File: src/rtl/unidad_muldiv_pkg.sv
// unidad_muldiv_pkg: shared op codes, FSM encoding and constants for the muldiv unit
package unidad_muldiv_pkg;
  localparam int XLEN_DEF = 32;
  localparam int REG_AW_DEF = 5;
  localparam logic [2:0] OP_MUL = 3'b000;
  localparam logic [2:0] OP_MULH = 3'b001;
  localparam logic [2:0] OP_MULHSU = 3'b010;
  localparam logic [2:0] OP_MULHU = 3'b011;
  localparam logic [2:0] OP_DIV = 3'b100;
  localparam logic [2:0] OP_DIVU = 3'b101;
  localparam logic [2:0] OP_REM = 3'b110;
  localparam logic [2:0] OP_REMU = 3'b111;
  localparam logic [31:0] SIGN_MIN = 32'h8000_0000;
  localparam logic [31:0] ALL_ONES = 32'hFFFF_FFFF;
  typedef enum logic [1:0] {ST_IDLE, ST_CALC, ST_DONE} estado_t;
endpackage

File: src/rtl/unidad_muldiv_paso.sv
// unidad_muldiv_paso: one iteration of shift-add multiply or restoring divide on a 2W accumulator
module unidad_muldiv_paso #(
  parameter int W = 32
) (
  input  logic [2*W-1:0] acc,
  input  logic [W-1:0]   opnd,
  input  logic           es_div,
  output logic [2*W-1:0] nxt
);
  logic [W:0] suma, hi, dif;
  logic ge;
  // divide: partial remainder needs W+1 bits once the next dividend bit is shifted in
  always_comb begin
    suma = {1'b0, acc[2*W-1:W]} + (acc[0] ? {1'b0, opnd} : '0);
    hi = acc[2*W-1:W-1];
    dif = hi - {1'b0, opnd};
    ge = hi >= {1'b0, opnd};
    nxt = es_div ? {ge ? dif[W-1:0] : hi[W-1:0], acc[W-2:0], ge} : {suma, acc[W-1:1]};
  end
endmodule

File: src/rtl/unidad_muldiv.sv
// unidad_muldiv: iterative RV32M multiply/divide unit driving the register file write port
module unidad_muldiv
  import unidad_muldiv_pkg::*;
#(
  parameter int XLEN = XLEN_DEF,
  parameter int REG_AW = REG_AW_DEF
) (
  input  logic              clk,
  input  logic              rst_n,
  input  logic              start,
  input  logic [2:0]        op,
  input  logic [XLEN-1:0]   info_a,
  input  logic [XLEN-1:0]   info_b,
  input  logic [REG_AW-1:0] add_dest_in,
  input  logic              flush,
  output logic              busy,
  output logic              done,
  output logic              write_en,
  output logic [REG_AW-1:0] add_dest,
  output logic [XLEN-1:0]   write_data
);
  estado_t state;
  logic [2:0] op_q;
  logic [REG_AW-1:0] rd_q;
  logic [XLEN-1:0] opnd, ma, mb, sres, v, res;
  logic [2*XLEN-1:0] acc, nxt, prod;
  logic [5:0] cnt;
  logic neg, a_s, b_s, sa, sb, z, ovf, neg_c;
  unidad_muldiv_paso #(.W(XLEN)) u_paso (.acc(acc), .opnd(opnd), .es_div(op_q[2]), .nxt(nxt));
  always_comb begin
    a_s = !(op == OP_MULHU || op == OP_DIVU || op == OP_REMU);
    b_s = op == OP_MUL || op == OP_MULH || op == OP_DIV || op == OP_REM;
    sa = a_s & info_a[XLEN-1];
    sb = b_s & info_b[XLEN-1];
    ma = sa ? -info_a : info_a;
    mb = sb ? -info_b : info_b;
    z = op[2] && info_b == '0;
    ovf = (op == OP_DIV || op == OP_REM) && info_a == SIGN_MIN && info_b == ALL_ONES;
    sres = z ? (op[1] ? info_a : ALL_ONES) : (op[1] ? '0 : SIGN_MIN);
    neg_c = (op[2] & op[1]) ? sa : sa ^ sb;
    prod = neg ? -acc : acc;
    v = op_q[1] ? acc[2*XLEN-1:XLEN] : acc[XLEN-1:0];
    res = op_q[2] ? (neg ? -v : v) : (op_q[1:0] == 2'b00 ? prod[XLEN-1:0] : prod[2*XLEN-1:XLEN]);
  end
  // special cases preload the result in both halves and jump straight to the fix-up cycle
  always_ff @(posedge clk or negedge rst_n) begin
    if (!rst_n) begin
      state <= ST_IDLE;
      busy <= 1'b0;
      done <= 1'b0;
      write_en <= 1'b0;
      add_dest <= '0;
      write_data <= '0;
      op_q <= '0;
      rd_q <= '0;
      opnd <= '0;
      acc <= '0;
      cnt <= '0;
      neg <= 1'b0;
    end else begin
      done <= 1'b0;
      write_en <= 1'b0;
      case (state)
        ST_IDLE: if (start && !flush) begin
          state <= ST_CALC;
          busy <= 1'b1;
          op_q <= op;
          rd_q <= add_dest_in;
          opnd <= op[2] ? mb : ma;
          acc <= (z || ovf) ? {sres, sres} : {{XLEN{1'b0}}, op[2] ? ma : mb};
          cnt <= (z || ovf) ? 6'd32 : 6'd0;
          neg <= !(z || ovf) && neg_c;
        end
        ST_CALC: if (flush) begin
          state <= ST_IDLE;
          busy <= 1'b0;
        end else if (!cnt[5]) begin
          acc <= nxt;
          cnt <= cnt + 6'd1;
        end else begin
          state <= ST_DONE;
          done <= 1'b1;
          write_en <= |rd_q;
          add_dest <= rd_q;
          write_data <= res;
        end
        default: begin
          state <= ST_IDLE;
          busy <= 1'b0;
        end
      endcase
    end
  end
endmodule

File: config.mk
export PLATFORM = sky130hd
export DESIGN_NAME = unidad_muldiv
export DESIGN_NICKNAME = d
export VERILOG_FILES = /design/src/rtl/unidad_muldiv_pkg.sv /design/src/rtl/unidad_muldiv_paso.sv /design/src/rtl/unidad_muldiv.sv
export SDC_FILE = /design/constraint.sdc
export NUM_CORES = 1
export LEC_CHECK = 0
export BUFFER_PORTS_ARGS = -buffer_cell sky130_fd_sc_hd__buf_2
export CORE_MARGIN = 2
export CORE_UTILIZATION = 54
export CTS_CLUSTER_DIAMETER = 40
export DETAILED_ROUTE_END_ITERATION = 12
export PLACE_DENSITY = 0.75
export SLEW_MARGIN = 40
export SYNTH_ARGS = -nofsm -noshare
export SYNTH_HDL_FRONTEND = slang
export SYNTH_SLANG_ARGS = --single-unit
File: constraint.sdc
create_clock -name clk -period 8.2 [get_ports clk]
set_input_delay 1.64 -clock clk [delete_from_list [all_inputs] [get_ports clk]]
set_output_delay 1.64 -clock clk [all_outputs]
set_load 0.01 [all_outputs]
==> flow_summary.yaml <==
status:
  status: "completed"
timing:
  report.final.slew_viol_count: 0
  rsz0062_at_grt: "false"
  finalCritPeriodShare: 0.590
  fmax_mhz: 207
  layout_min_cycle_time_ps: 4840
  setup_viol: 0
  timing.slew.headroom: 0.412
  setup-tns-final_ps: 0
  tightest_slew_ps: 881
  finalHoldViolations: 0
  clock_skew_ps: 14.8
layout:
  final_net_count: 2279
  stdcell_count: 2528
  final_cell_mix: "nand2_1 (252), nor2_1 (210), o21ai_0 (191)"
  seqCellArea_sq_um: 3830
  n_antenna_cell: 0
  multiInputGateArea_sq_um: 11200
  drive_above_1_share: 0.102
  n_fill_cell: 2764
  syn2layout_area_growth_pct: 7.90
  final_common_cell: "nand2_1"
logic_synthesis:
  synth_top_family_by_area: "compound AO/OA/AOI/OAI gates"
  post_synth_inst_count: 2138
  synth_compound_area_frac: 0.269
  yosys.area.top_type_share: 0.241
  synth-xor-area-share: 0.113
  syn_area_per_cell_sq_um: 7.42
  yosysSeqAreaShare: 0.241
  synthMuxAreaShare: 0.0527
  ys_top_cells_by_area: "dfrtp_1 (24%), xnor2_1 (6.3%), o21ai_0 (6.0%)"
  yosysWarnings: 0
  synth_seq_cells: 153
  synth_area_sq_um: 15900
  synth_fa_ha_area_frac: 0.0577
  yosys.area_share.simple: 0.212
  synth_cell_type_count: 75
  ys.flop_type: "dfrtp_1"
  async_flop_share: 1.00
  synth_top_area_cell: "dfrtp_1"
  synth_fp_nets: 2286
  synth_edf_count: 0
power:
  p_switching_mw: 3.04
  vdd_drop_max_mv: 0.187
  combPwrFrac: 0.598
  p_sw_frac: 0.502
  p_int_mw: 3.01
  power_frac_clock: 0.139
  pwr-share-seq: 0.263
  power_density_nw_per_um2: 353
  p_leak_nw: 7.24
global_routing:
  grt_pass1_vias: 14900
  grt_max_degree: 96
  grt_pass1_wl_um: 83400
  grt-ovfl-total: 0
  antenna_found_initial: 0
  grtUsageTotal: 0.347
floorplan:
  ios: 116
  design.die.area_sq_um: 30800
  die_x_um: 175
  coreArea_sq_um: 28800
  rows: 62
  die_h_um: 175
  start_util: 0.551
worst_hold_path:
  hold_path.class: "reg -> reg"
routing:
  wl_um: 53900
  drtIter0Drc: 1746
  wire_per_inst_um: 21.3
  vias: 16400
  avgViaCountPerCell: 6.49
  dr.pass1.iters: 6
  ant_nets: 0
  drc: 0
critical_path:
  startpoint_type: "flip-flop"
  worstPathRequired_ps: 8510
  cpMaxStageDelayCell: "dfrtp_1"
  cp.arrival_ps: 5140
  critPathTopFamily: "compound AO/OA/AOI/OAI gates"
  crit_chain: "ha_1 -> nor2b_1 -> o31a_1 -> o31a_1 -> o211ai_1 -> a21oi_1 -> o2111ai_1 -> nand2_1 -> mux2_2 -> a211oi_1 -> o21ai_0"
  worst-setup-path-type: "reg -> reg"
  cp_max_fo: 18
  end_kind: "flip-flop"
  slowest_delay_ps: 690
  cpMostUsedCell: "o31a_1"
  cp_num_buf_inv: 0
place:
  place_hpwl_um: 40600
  dp.cells: 2495
  io_buffers: 115
  gp_congestion: 0.967
clock_network:
  cts_root_buffer: "clkbuf_16"
  cts_resized: 0
  cts-hold-fix-buffers: 0
  cts_setup_buffers: 0
  clock_path_buffers: 2
  clk_latency_ps: 450
  tritoncts: "built"
  clock-sinks: 153
  cts.clk_slew.worst_paths_ps: 70
  cts_buffers: 17
  cts_htree_levels: 4
flow_run:
  maxCapViolations: 0
-- path summary, 6_finish.rpt --
path                                       startpoint                         end  slack (ps)  cells after the start
max                               acc[32]$_DFFE_PN0P_         acc[44]$_DFFE_PN0P_        3360                     11
min                        write_data[13]$_DFFE_PN0P_  write_data[13]$_DFFE_PN0P_         470                      2
max reg2reg                       acc[32]$_DFFE_PN0P_         acc[44]$_DFFE_PN0P_        3360                     11
min reg2reg                write_data[13]$_DFFE_PN0P_  write_data[13]$_DFFE_PN0P_         470                      2
max in group asynchronous                       rst_n         op_q[1]$_DFFE_PN0P_        5930                      2
min in group asynchronous                       rst_n         acc[39]$_DFFE_PN0P_        1160                      1
-- state kept, by name (all words and copies together) (netlist names) --
signal      count
rd_q            5
write_data     32
write_en        1
cnt             6
neg             1
state           2
opnd           32
done            1
add_dest        5
busy            1
acc            64
op_q            3
-- layer usage --
layer  vias up  global-route usage  routed length, um
met3        93              0.0593               5580
met5         -                   0                  0
met4         0               0.119               1700
met2       876               0.522              23000
li1       7678                   -                  -
met1      7763               0.502              23600
-- tightest hold or removal path, stage by stage (launching register included) --
cell,delay (ps)
dfrtp_1,340
nand2_1,50
o21ai_0,60
-- through the flow --
step                       util  power, mW  hold slack [ps]  area [sq um]  setup WS [ps]
final                     0.595       6.05              474         17100           3360
after global routing      0.595       6.47              500         17100           3170
after CTS                 0.594       5.94              480         17100           3400
after detailed placement  0.573       5.09              465         16500           3080
after global placement    0.572       5.04              454         16500           2720
after floorplan               -       4.09              450         15900           3300
-- power groups by stage --
stage                     Sequential (mW)  Combinational, mW  Clock [mW]
after global placement               1.56               3.48           0
after CTS                            1.56               3.54       0.839
after global routing                 1.62               3.97       0.877
final                                1.59               3.62       0.839
after floorplan                      1.26               2.83           0
after detailed placement             1.58               3.52           0
-- cells by family (layout without fill, tap and decap cells) --
family	Yosys count	in the layout
AOI/OAI and AO/OA	674	674
xor gates and xnor gates	205	205
adders and majority gates	72	72
buffers and inverters	221	227
DFF	153	153
muxes	81	81
and+or+nand+nor	732	732
-- Yosys cell counts (all sizes together), types with 28 or more instances --
cell type	count
o21ai	191
nand2	252
inv	57
a21oi	172
nor2	215
mux2i	61
xnor2	114
a21o	34
nor3	53
clkbuf	137
dfrtp	153
a211oi	49
o31ai	46
ha	70
o211ai	45
xor2	91
nand3	43
nand2b	28
-- final cells by class --
type | count | area share
clock buffers | 20 | 0.0255
clock inverters | 12 | 0.00965
inverters | 58 | 0.0127
multi-input cells | 1764 | 0.655
flip-flops and latches | 153 | 0.224
well taps | 384 | 0.0281
repair buffers | 137 | 0.0447
Power figures use the tool's default switching activity.
